## src/rtl/hazard_fwd_ctrl_pkg.sv

```systemverilog
// Shared types for the hazard/forwarding controller: forwarding select
// encoding, shadow pipeline entry and a producer-match helper.
package CorePack;

    localparam int HZ_REG_W = 5;

    // Select encoding for the ID-stage register-data muxes
    typedef enum logic [1:0] {
        FWD_NO  = 2'd0,
        FWD_EXE = 2'd1,
        FWD_MEM = 2'd2,
        FWD_WB  = 2'd3
    } fwd_sel_enum;

    // Destination-register state tracked for one downstream stage
    typedef struct packed {
        logic                valid;
        logic [HZ_REG_W-1:0] rd;
        logic                we;
        logic                is_load;
    } hz_entry_t;

    localparam hz_entry_t HZ_BUBBLE = '{valid: 1'b0, rd: {HZ_REG_W{1'b0}},
                                        we: 1'b0, is_load: 1'b0};

    // Returns {alu_hit, load_hit}: the entry writes a non-zero rd equal to src,
    // split by whether the value comes from an ALU op or from a load.
    function automatic logic [1:0] hz_match(input hz_entry_t e,
                                            input logic [HZ_REG_W-1:0] src);
        logic hit;
        hit = e.valid && e.we && (e.rd != {HZ_REG_W{1'b0}}) && (e.rd == src);
        return {hit & ~e.is_load, hit & e.is_load};
    endfunction

endpackage

```

## src/rtl/hazard_fwd_ctrl_fwd_resolve.sv

```systemverilog
// Combinational RAW resolution for one ID source operand. The youngest
// producer wins; a load that has not yet reached WB cannot be forwarded
// (the MEM path carries the ALU result), so it raises a hazard instead.
module fwd_resolve
    import CorePack::*;
(
    input  logic [HZ_REG_W-1:0] src_i,
    input  logic                use_i,
    input  hz_entry_t           exe_i,
    input  hz_entry_t           mem_i,
    input  hz_entry_t           wb_i,
    output fwd_sel_enum         sel_o,
    output logic                hazard_o
);

    logic [1:0] exe_m_s;
    logic [1:0] mem_m_s;
    logic [1:0] wb_m_s;

    assign exe_m_s = hz_match(exe_i, src_i);
    assign mem_m_s = hz_match(mem_i, src_i);
    assign wb_m_s  = hz_match(wb_i, src_i);

    // Priority search EXE -> MEM -> WB; x0 never matches inside hz_match
    always_comb begin
        sel_o    = FWD_NO;
        hazard_o = 1'b0;
        if (!use_i) begin
            sel_o    = FWD_NO;
            hazard_o = 1'b0;
        end else if (exe_m_s[1]) begin
            sel_o = FWD_EXE;
        end else if (exe_m_s[0]) begin
            hazard_o = 1'b1;
        end else if (mem_m_s[1]) begin
            sel_o = FWD_MEM;
        end else if (mem_m_s[0]) begin
            hazard_o = 1'b1;
        end else if (|wb_m_s) begin
            sel_o = FWD_WB;
        end else begin
            sel_o    = FWD_NO;
            hazard_o = 1'b0;
        end
    end

endmodule

```

## src/rtl/hazard_fwd_ctrl.sv

```systemverilog
// Pipeline hazard and forwarding controller: shadow EXE/MEM/WB destination
// state, per-source forwarding selects, load-use stall/bubble control and a
// saturating stall-cycle counter.
module hazard_fwd_ctrl
    import CorePack::*;
#(
    parameter int REG_W = 5,
    parameter int CNT_W = 32
) (
    input  logic             clk,
    input  logic             rstn,
    input  logic             id_valid,
    input  logic [REG_W-1:0] id_rs1,
    input  logic [REG_W-1:0] id_rs2,
    input  logic             id_use_rs1,
    input  logic             id_use_rs2,
    input  logic [REG_W-1:0] id_rd,
    input  logic             id_we_reg,
    input  logic             id_is_load,
    input  logic             mem_stall,
    input  logic             flush_exe,
    output fwd_sel_enum      fwd_sel_rs1,
    output fwd_sel_enum      fwd_sel_rs2,
    output logic             stall_if_id,
    output logic             bubble_exe,
    output logic [CNT_W-1:0] stall_cycles
);

    hz_entry_t        exe_q, exe_d;
    hz_entry_t        mem_q, mem_d;
    hz_entry_t        wb_q,  wb_d;
    logic [CNT_W-1:0] cnt_q, cnt_d;

    hz_entry_t        id_entry_s;
    logic             hz_rs1_s;
    logic             hz_rs2_s;
    logic             load_use_s;

    assign id_entry_s = '{valid: id_valid, rd: id_rd, we: id_we_reg,
                          is_load: id_is_load};

    fwd_resolve u_rs1 (
        .src_i    (id_rs1),
        .use_i    (id_valid & id_use_rs1),
        .exe_i    (exe_q),
        .mem_i    (mem_q),
        .wb_i     (wb_q),
        .sel_o    (fwd_sel_rs1),
        .hazard_o (hz_rs1_s)
    );

    fwd_resolve u_rs2 (
        .src_i    (id_rs2),
        .use_i    (id_valid & id_use_rs2),
        .exe_i    (exe_q),
        .mem_i    (mem_q),
        .wb_i     (wb_q),
        .sel_o    (fwd_sel_rs2),
        .hazard_o (hz_rs2_s)
    );

    assign load_use_s  = hz_rs1_s | hz_rs2_s;
    // A flush kills the ID instruction, so it overrides a load-use stall;
    // a memory stall freezes everything, so no bubble is inserted.
    assign stall_if_id = (load_use_s | mem_stall) & ~flush_exe;
    assign bubble_exe  = (load_use_s | flush_exe) & ~mem_stall;
    assign stall_cycles = cnt_q;

    // Shadow pipeline advance: freeze, advance with bubble, or take ID
    always_comb begin
        exe_d = exe_q;
        mem_d = mem_q;
        wb_d  = wb_q;
        if (mem_stall) begin
            exe_d = exe_q;
            mem_d = mem_q;
            wb_d  = wb_q;
        end else if (flush_exe || load_use_s) begin
            exe_d = HZ_BUBBLE;
            mem_d = exe_q;
            wb_d  = mem_q;
        end else begin
            exe_d = id_entry_s;
            mem_d = exe_q;
            wb_d  = mem_q;
        end
    end

    // Saturating count of cycles actually lost to load-use stalls
    always_comb begin
        cnt_d = cnt_q;
        if (load_use_s && !mem_stall && !flush_exe && (cnt_q != {CNT_W{1'b1}})) begin
            cnt_d = cnt_q + {{(CNT_W-1){1'b0}}, 1'b1};
        end else begin
            cnt_d = cnt_q;
        end
    end

    // State registers, cleared asynchronously
    always_ff @(posedge clk or negedge rstn) begin
        if (!rstn) begin
            exe_q <= HZ_BUBBLE;
            mem_q <= HZ_BUBBLE;
            wb_q  <= HZ_BUBBLE;
            cnt_q <= {CNT_W{1'b0}};
        end else begin
            exe_q <= exe_d;
            mem_q <= mem_d;
            wb_q  <= wb_d;
            cnt_q <= cnt_d;
        end
    end

endmodule

```

## config.mk

```make
export PLATFORM = sky130hd
export DESIGN_NAME = hazard_fwd_ctrl
export DESIGN_NICKNAME = d
export VERILOG_FILES = /design/src/rtl/hazard_fwd_ctrl_pkg.sv /design/src/rtl/hazard_fwd_ctrl_fwd_resolve.sv /design/src/rtl/hazard_fwd_ctrl.sv
export SDC_FILE = /design/constraint.sdc
export NUM_CORES = 1
export LEC_CHECK = 0
export BUFFER_PORTS_ARGS = -buffer_cell sky130_fd_sc_hd__buf_2
export CAP_MARGIN = 20
export CORE_MARGIN = 3
export CORE_UTILIZATION = 40
export DETAILED_ROUTE_END_ITERATION = 6
export HOLD_SLACK_MARGIN = 0.12
export PLACE_DENSITY = 0.6
export SYNTH_ARGS = -nofsm -noshare
export SYNTH_HDL_FRONTEND = slang
export SYNTH_HIERARCHICAL = 1
export SYNTH_SLANG_ARGS = --single-unit
```

## constraint.sdc

```tcl
create_clock -name clk -period 3 [get_ports clk]
set_input_delay 0.3 -clock clk [delete_from_list [all_inputs] [get_ports clk]]
set_output_delay 0.3 -clock clk [all_outputs]
set_load 0.01 [all_outputs]
```

==> impl_metrics.json, run 1 <==
{
  "clockRootBuffer": "clkbuf_8",
  "final_nets": 379,
  "max_freq_ghz": 0.340,
  "post-route-min-period_ns": 2.95,
  "drcViolationCount": 0,
  "clk_path_buf_depth": 2,
  "vias": 2355,
  "relSlewSlack_pct": 40.0,
  "r2r-start": "mem_q[4]",
  "antenna_cells": 0,
  "grt_usage_pct": 16.7,
  "crit_path_end_kind": "flip-flop",
  "p_sw_uw": 365,
  "start_kind": "flip-flop",
  "final_util_pct": 52.2,
  "setup_viol": 0,
  "max_cap_violations": 0,
  "initial_core_util_pct": 42.4,
  "worst_r2r_path_depth": 11,
  "hold_viol": 0,
  "rsz0062_at_grt": "true",
  "gp_congestion": 0.832,
  "fin_area_um2": 3660,
  "holdBufCountCts": 0,
  "via_per_inst": 5.22,
  "seqPwrFrac_pct": 57.3,
  "netlist_area_um2": 2980,
  "worst_pin_slew_ns": 0.900,
  "worstHoldPathType": "input port to asynchronous set/reset pin",
  "cts_buffers": 5,
  "cts_sinks": 55,
  "postRouteAntennaNets": 0,
  "grt_pass1_vias": 2356,
  "finClkSkew_ns": 0.00617,
  "r2r_slack_ns": 0.05,
  "die-height_um": 92.3,
  "antenna_found_initial": 0,
  "wl_per_cell_um": 15.1,
  "first_iter_violations": 104,
  "tns_ns": 0,
  "htreeDepth": 2,
  "ir_worst_vdd_v": 0.000230,
  "final_layout_size_suffix_gt1_share_pct": 34.9,
  "layout_common_cells": "buf_2, dfrtp_1, xnor2_1",
  "worstPathRequired_ns": 3.20,
  "avgSynthCellArea_um2": 10.8,
  "crit_path_top_delay_cell": "dfrtp_2",
  "drt-total-wl_um": 6830,
  "combinationalPowerShare_pct": 11.5,
  "p_int_mw": 1.07,
  "dieArea_um2": 8520,
  "cp_slowest_stage_delay_ns": 0.46,
  "power_mw": 1.44,
  "drtPass1Iterations": 4,
  "grt_pass1_wl_um": 11400,
  "grt.overflow.total": 0,
  "r2r-end": "stall_cycles[28]",
  "path_clk_slew_ns": 0.10,
  "area_growth_pct": 22.9,
  "worst-path-max-fanout": 4,
  "post-dp-hpwl_um": 4920,
  "cts_tree": "yes",
  "p_clk_share_pct": 31.3,
  "core.rowCount": 30,
  "place_area_um2": 3440,
  "clock_latency_ns": 0.31,
  "yosys_warnings": 6,
  "synth_nets": 301,
  "boundaryPins": 62,
  "crit_top_cell": "nor2_1",
  "grt_max_degree": 41,
  "cp.arrival_ns": 3.14,
  "final_common_cell": "buf_2",
  "powerDensity_nw_per_um2": 393,
  "fp.dieW_um": 92.3,
  "synthCells": 276,
  "hold_slack_ns": 0.105,
  "status": "complete, no violations",
  "sw_frac_of_total_pct": 25.3,
  "final.period_utilization_pct": 98.2,
  "cp_cell_sequence": "xnor2_1, nand3_1, or4_4, or3b_1, a21oi_2, nor2_1, nor3_2, buf_4, nand4_1, nor2_1, mux2_1",
  "slew_violations": 0,
  "io_buffers": 61,
  "p_leak_nw": 1.78,
  "core_region_area_um2": 7020,
  "path_class": "flip-flop to flip-flop"
}
==> flip-flops by register name (all words and copies together), names as in the netlist <==
name	cells
wb_q	7
mem_q	8
stall_cycles	32
exe_q	8
==> critical path: cells and delay by family (launching register included) <==
family,cells,cell delay (ns)
AO/OA/AOI/OAI,1,0.17
XOR/XNOR,1,0.15
buffers and inverters,1,0.17
flip-flops,1,0.46
multiplexers,1,0.32
AND/OR/NAND/NOR,7,1.57
==> per-layer routing <==
metal / routed length [um] / GRT usage [%] / up-vias
met5: 0 / 0 / -
met1: 3160 / 22.6 / 1154
met2: 3320 / 26.8 / 52
li1: - / - / 1144
met4: 56 / 4.46 / 0
met3: 292 / 3.86 / 5
==> power groups by stage <==
stage | Sequential, mW | Clock (mW) | Combinational, mW
CTS | 0.821 | 0.464 | 0.161
global placement | 0.836 | 0 | 0.158
floorplan | 0.821 | 0 | 0.104
global route | 0.832 | 0.507 | 0.186
detailed placement | 0.836 | 0 | 0.160
finish | 0.824 | 0.450 | 0.165
==> how the worst max path moves through the flow <==
stage,startpoint,end,slack [ns],cells after the start
2_1_floorplan,exe_q[4],stall_cycles[12],0.21,11
3_3_place_gp,id_rs2[0],stall_cycles[1],0.07,11
3_5_place_dp,id_rs2[0],stall_cycles[14],0.03,12
4_1_cts,mem_q[4],stall_cycles[3],0.05,11
5_1_grt,mem_q[2],stall_cycles[28],-0.11,11
6_report,mem_q[4],stall_cycles[28],0.05,11
==> area by class of cell <==
cell class,instances,area [um^2]
tap,96,120
clock buffer,7,96.3
fill,652,3360
multi-input combinational,200,1570
timing repair buffer,78,438
inverter,14,52.6
sequential,55,1380
clock inverter,1,7.51
==> timing repair <==
item                                    CTS  global route
endpoints found under the setup margin    0            29
resized for setup                         0            14
setup buffers                             0             7
==> stage by stage <==
stage	cells	setup WS [ns]
5_1_grt	451	-0.108
4_1_cts	443	0.0505
3_5_place_dp	435	0.0257
3_3_place_gp	435	0.0733
2_1_floorplan	276	0.208
6_report	451	0.0547
Power figures use the tool's default switching activity.
==> run 2, diff against run 1 <==
==> constraint.sdc (replaced) <==
create_clock -name clk -period 3 [get_ports clk]
set_input_delay 0.3 -clock clk [delete_from_list [all_inputs] [get_ports clk]]
set_output_delay 0.3 -clock clk [all_outputs]
set_load 0.1 [all_outputs]
==> run 2 against run 1 <==
Against the previous run: maximum frequency grew 0.41%; largest power group unchanged; sequential cell count is the same; highest routed layer unchanged; global-route usage shrank 0.65 points; largest cell class unchanged; cell count shrank 0.67%; critical path depth shrank 2.
==> impl_metrics.json, run 2 (synthesis results as in run 1) <==
{
  "status": "complete, no violations",
  "core.rowCount": 30,
  "start_kind": "flip-flop",
  "layout_common_cells": "buf_2, dfrtp_1, xnor2_1",
  "post-dp-hpwl_um": 4890,
  "holdBufCountCts": 0,
  "setup_viol": 0,
  "first_iter_violations": 130,
  "drtPass1Iterations": 4,
  "vias": 2313,
  "place_inst": 438,
  "path_class": "flip-flop to output port",
  "clock_latency_ns": 0.30,
  "nFillCells": 693,
  "antenna_cells": 0,
  "cts_buffers": 5,
  "cts_sinks": 55,
  "final_common_cell": "buf_2",
  "grt.overflow.total": 0,
  "clk_path_buf_depth": 2,
  "cts_tree": "yes",
  "drt-total-wl_um": 6610,
  "io_buffers": 61,
  "fp.dieW_um": 92.3,
  "final_nets": 377,
  "p_leak_nw": 1.74,
  "max_freq_ghz": 0.341,
  "tns_ns": 0,
  "crit_path_end_kind": "output port",
  "worstPathRequired_ns": 2.70,
  "power_mw": 1.48,
  "clockRootBuffer": "clkbuf_8",
  "final_layout_size_suffix_gt1_share_pct": 35.5,
  "worstHoldPathType": "input port to asynchronous set/reset pin",
  "max_cap_violations": 0,
  "hold_viol": 0,
  "gp_congestion": 0.819,
  "cp.arrival_ns": 2.63,
  "htreeDepth": 2,
  "worst_pin_slew_ns": 0.871,
  "final.period_utilization_pct": 97.8,
  "post_layout_nonfiller_instances": 448,
  "relSlewSlack_pct": 41.4,
  "die-height_um": 92.3,
  "area_growth_pct": 23.8,
  "path_clk_slew_ns": 0.09,
  "dieArea_um2": 8520,
  "boundaryPins": 62,
  "initial_core_util_pct": 42.4,
  "postRouteAntennaNets": 0,
  "ir_worst_vdd_v": 0.000313,
  "busiest_layer": "met2",
  "grt_pass1_vias": 2217,
  "finClkSkew_ns": 0.00877,
  "wl_per_cell_um": 14.8,
  "worst-path-max-fanout": 6,
  "largest_reg_flops": 32,
  "grt_pass1_wl_um": 11200,
  "grt_util_met2_pct": 25.9,
  "met3_usage_pct": 2.87,
  "globalRouteMet1Util_pct": 22.5,
  "drcViolationCount": 0,
  "antenna_found_initial": 0,
  "rsz0062_at_grt": "true",
  "slew_violations": 0,
  "powerDensity_nw_per_um2": 403,
  "grt_usage_pct": 16.0,
  "post-route-min-period_ns": 2.93,
  "core_region_area_um2": 7020,
  "grt_max_degree": 56,
  "via_per_inst": 5.16
}
[run 2: changes by cell type in the layout (fill, tap and decap cells not counted), sizes merged]
cell    before  now
clkbuf       7    5
bufinv       0    1
buf         78   76
[run 2: area by class of cell]
cell class,instances,area (um^2),area share (%)
clock buffers,5,68.8,1.87
clock inverters,2,37.5,1.02
inverters,14,52.6,1.43
well taps,96,120,3.26
repair buffers,76,460,12.5
multi-input cells,200,1570,42.5
flip-flops and latches,55,1380,37.4
[run 2: routing by layer]
layer  share of wire (%)  vias up
met2                  48       42
met5                   0        -
li1                    -     1139
met4                0.44        0
met3                 3.7        2
met1                  48     1130
[run 2: critical path, stage by stage (launching register included)]
cell       delay (ns)
dfrtp_1          0.49
nor4_2           0.34
nor2_1           0.07
o2111ai_1        0.24
or3b_4           0.43
a21oi_4          0.18
buf_4            0.15
nor3_1           0.05
nor2_2           0.19
buf_12           0.19
[run 2: final timing paths]
kind                       cells after the start              from                to  slack (ns)
max                                            9          exe_q[5]       stall_if_id        0.07
min                                            2              rstn          mem_q[4]        0.11
max reg2reg                                   10          exe_q[5]   stall_cycles[1]        0.12
min reg2reg                                    1  stall_cycles[19]  stall_cycles[19]        0.51
max in group asynchronous                      2              rstn          mem_q[6]        2.39
min in group clk                               2          id_rd[1]          exe_q[3]        0.21
[run 2: report_power, final]
part / internal, mW / switching [mW] / leakage, nW
sequential: 0.775 / 0.0470 / 0.738
combinational: 0.0934 / 0.0924 / 0.955
clock: 0.244 / 0.232 / 0.0502
[run 2: timing repair]
item                       CTS  global route
gates resized for setup      0            10
buffers inserted             0             3
setup endpoints to repair    0            27
[run 2: through the flow]
step	hold slack [ns]	setup WS [ns]	area [um^2]	utilization [%]
global placement	0.477	0.0703	3520	50.2
finish	0.111	0.0667	3690	52.5
detailed placement	0.474	0.0183	3520	50.2
CTS	0.139	0.0248	3630	51.7
global route	0.162	-0.117	3690	52.5
floorplan	0.00441	0.0918	2990	-
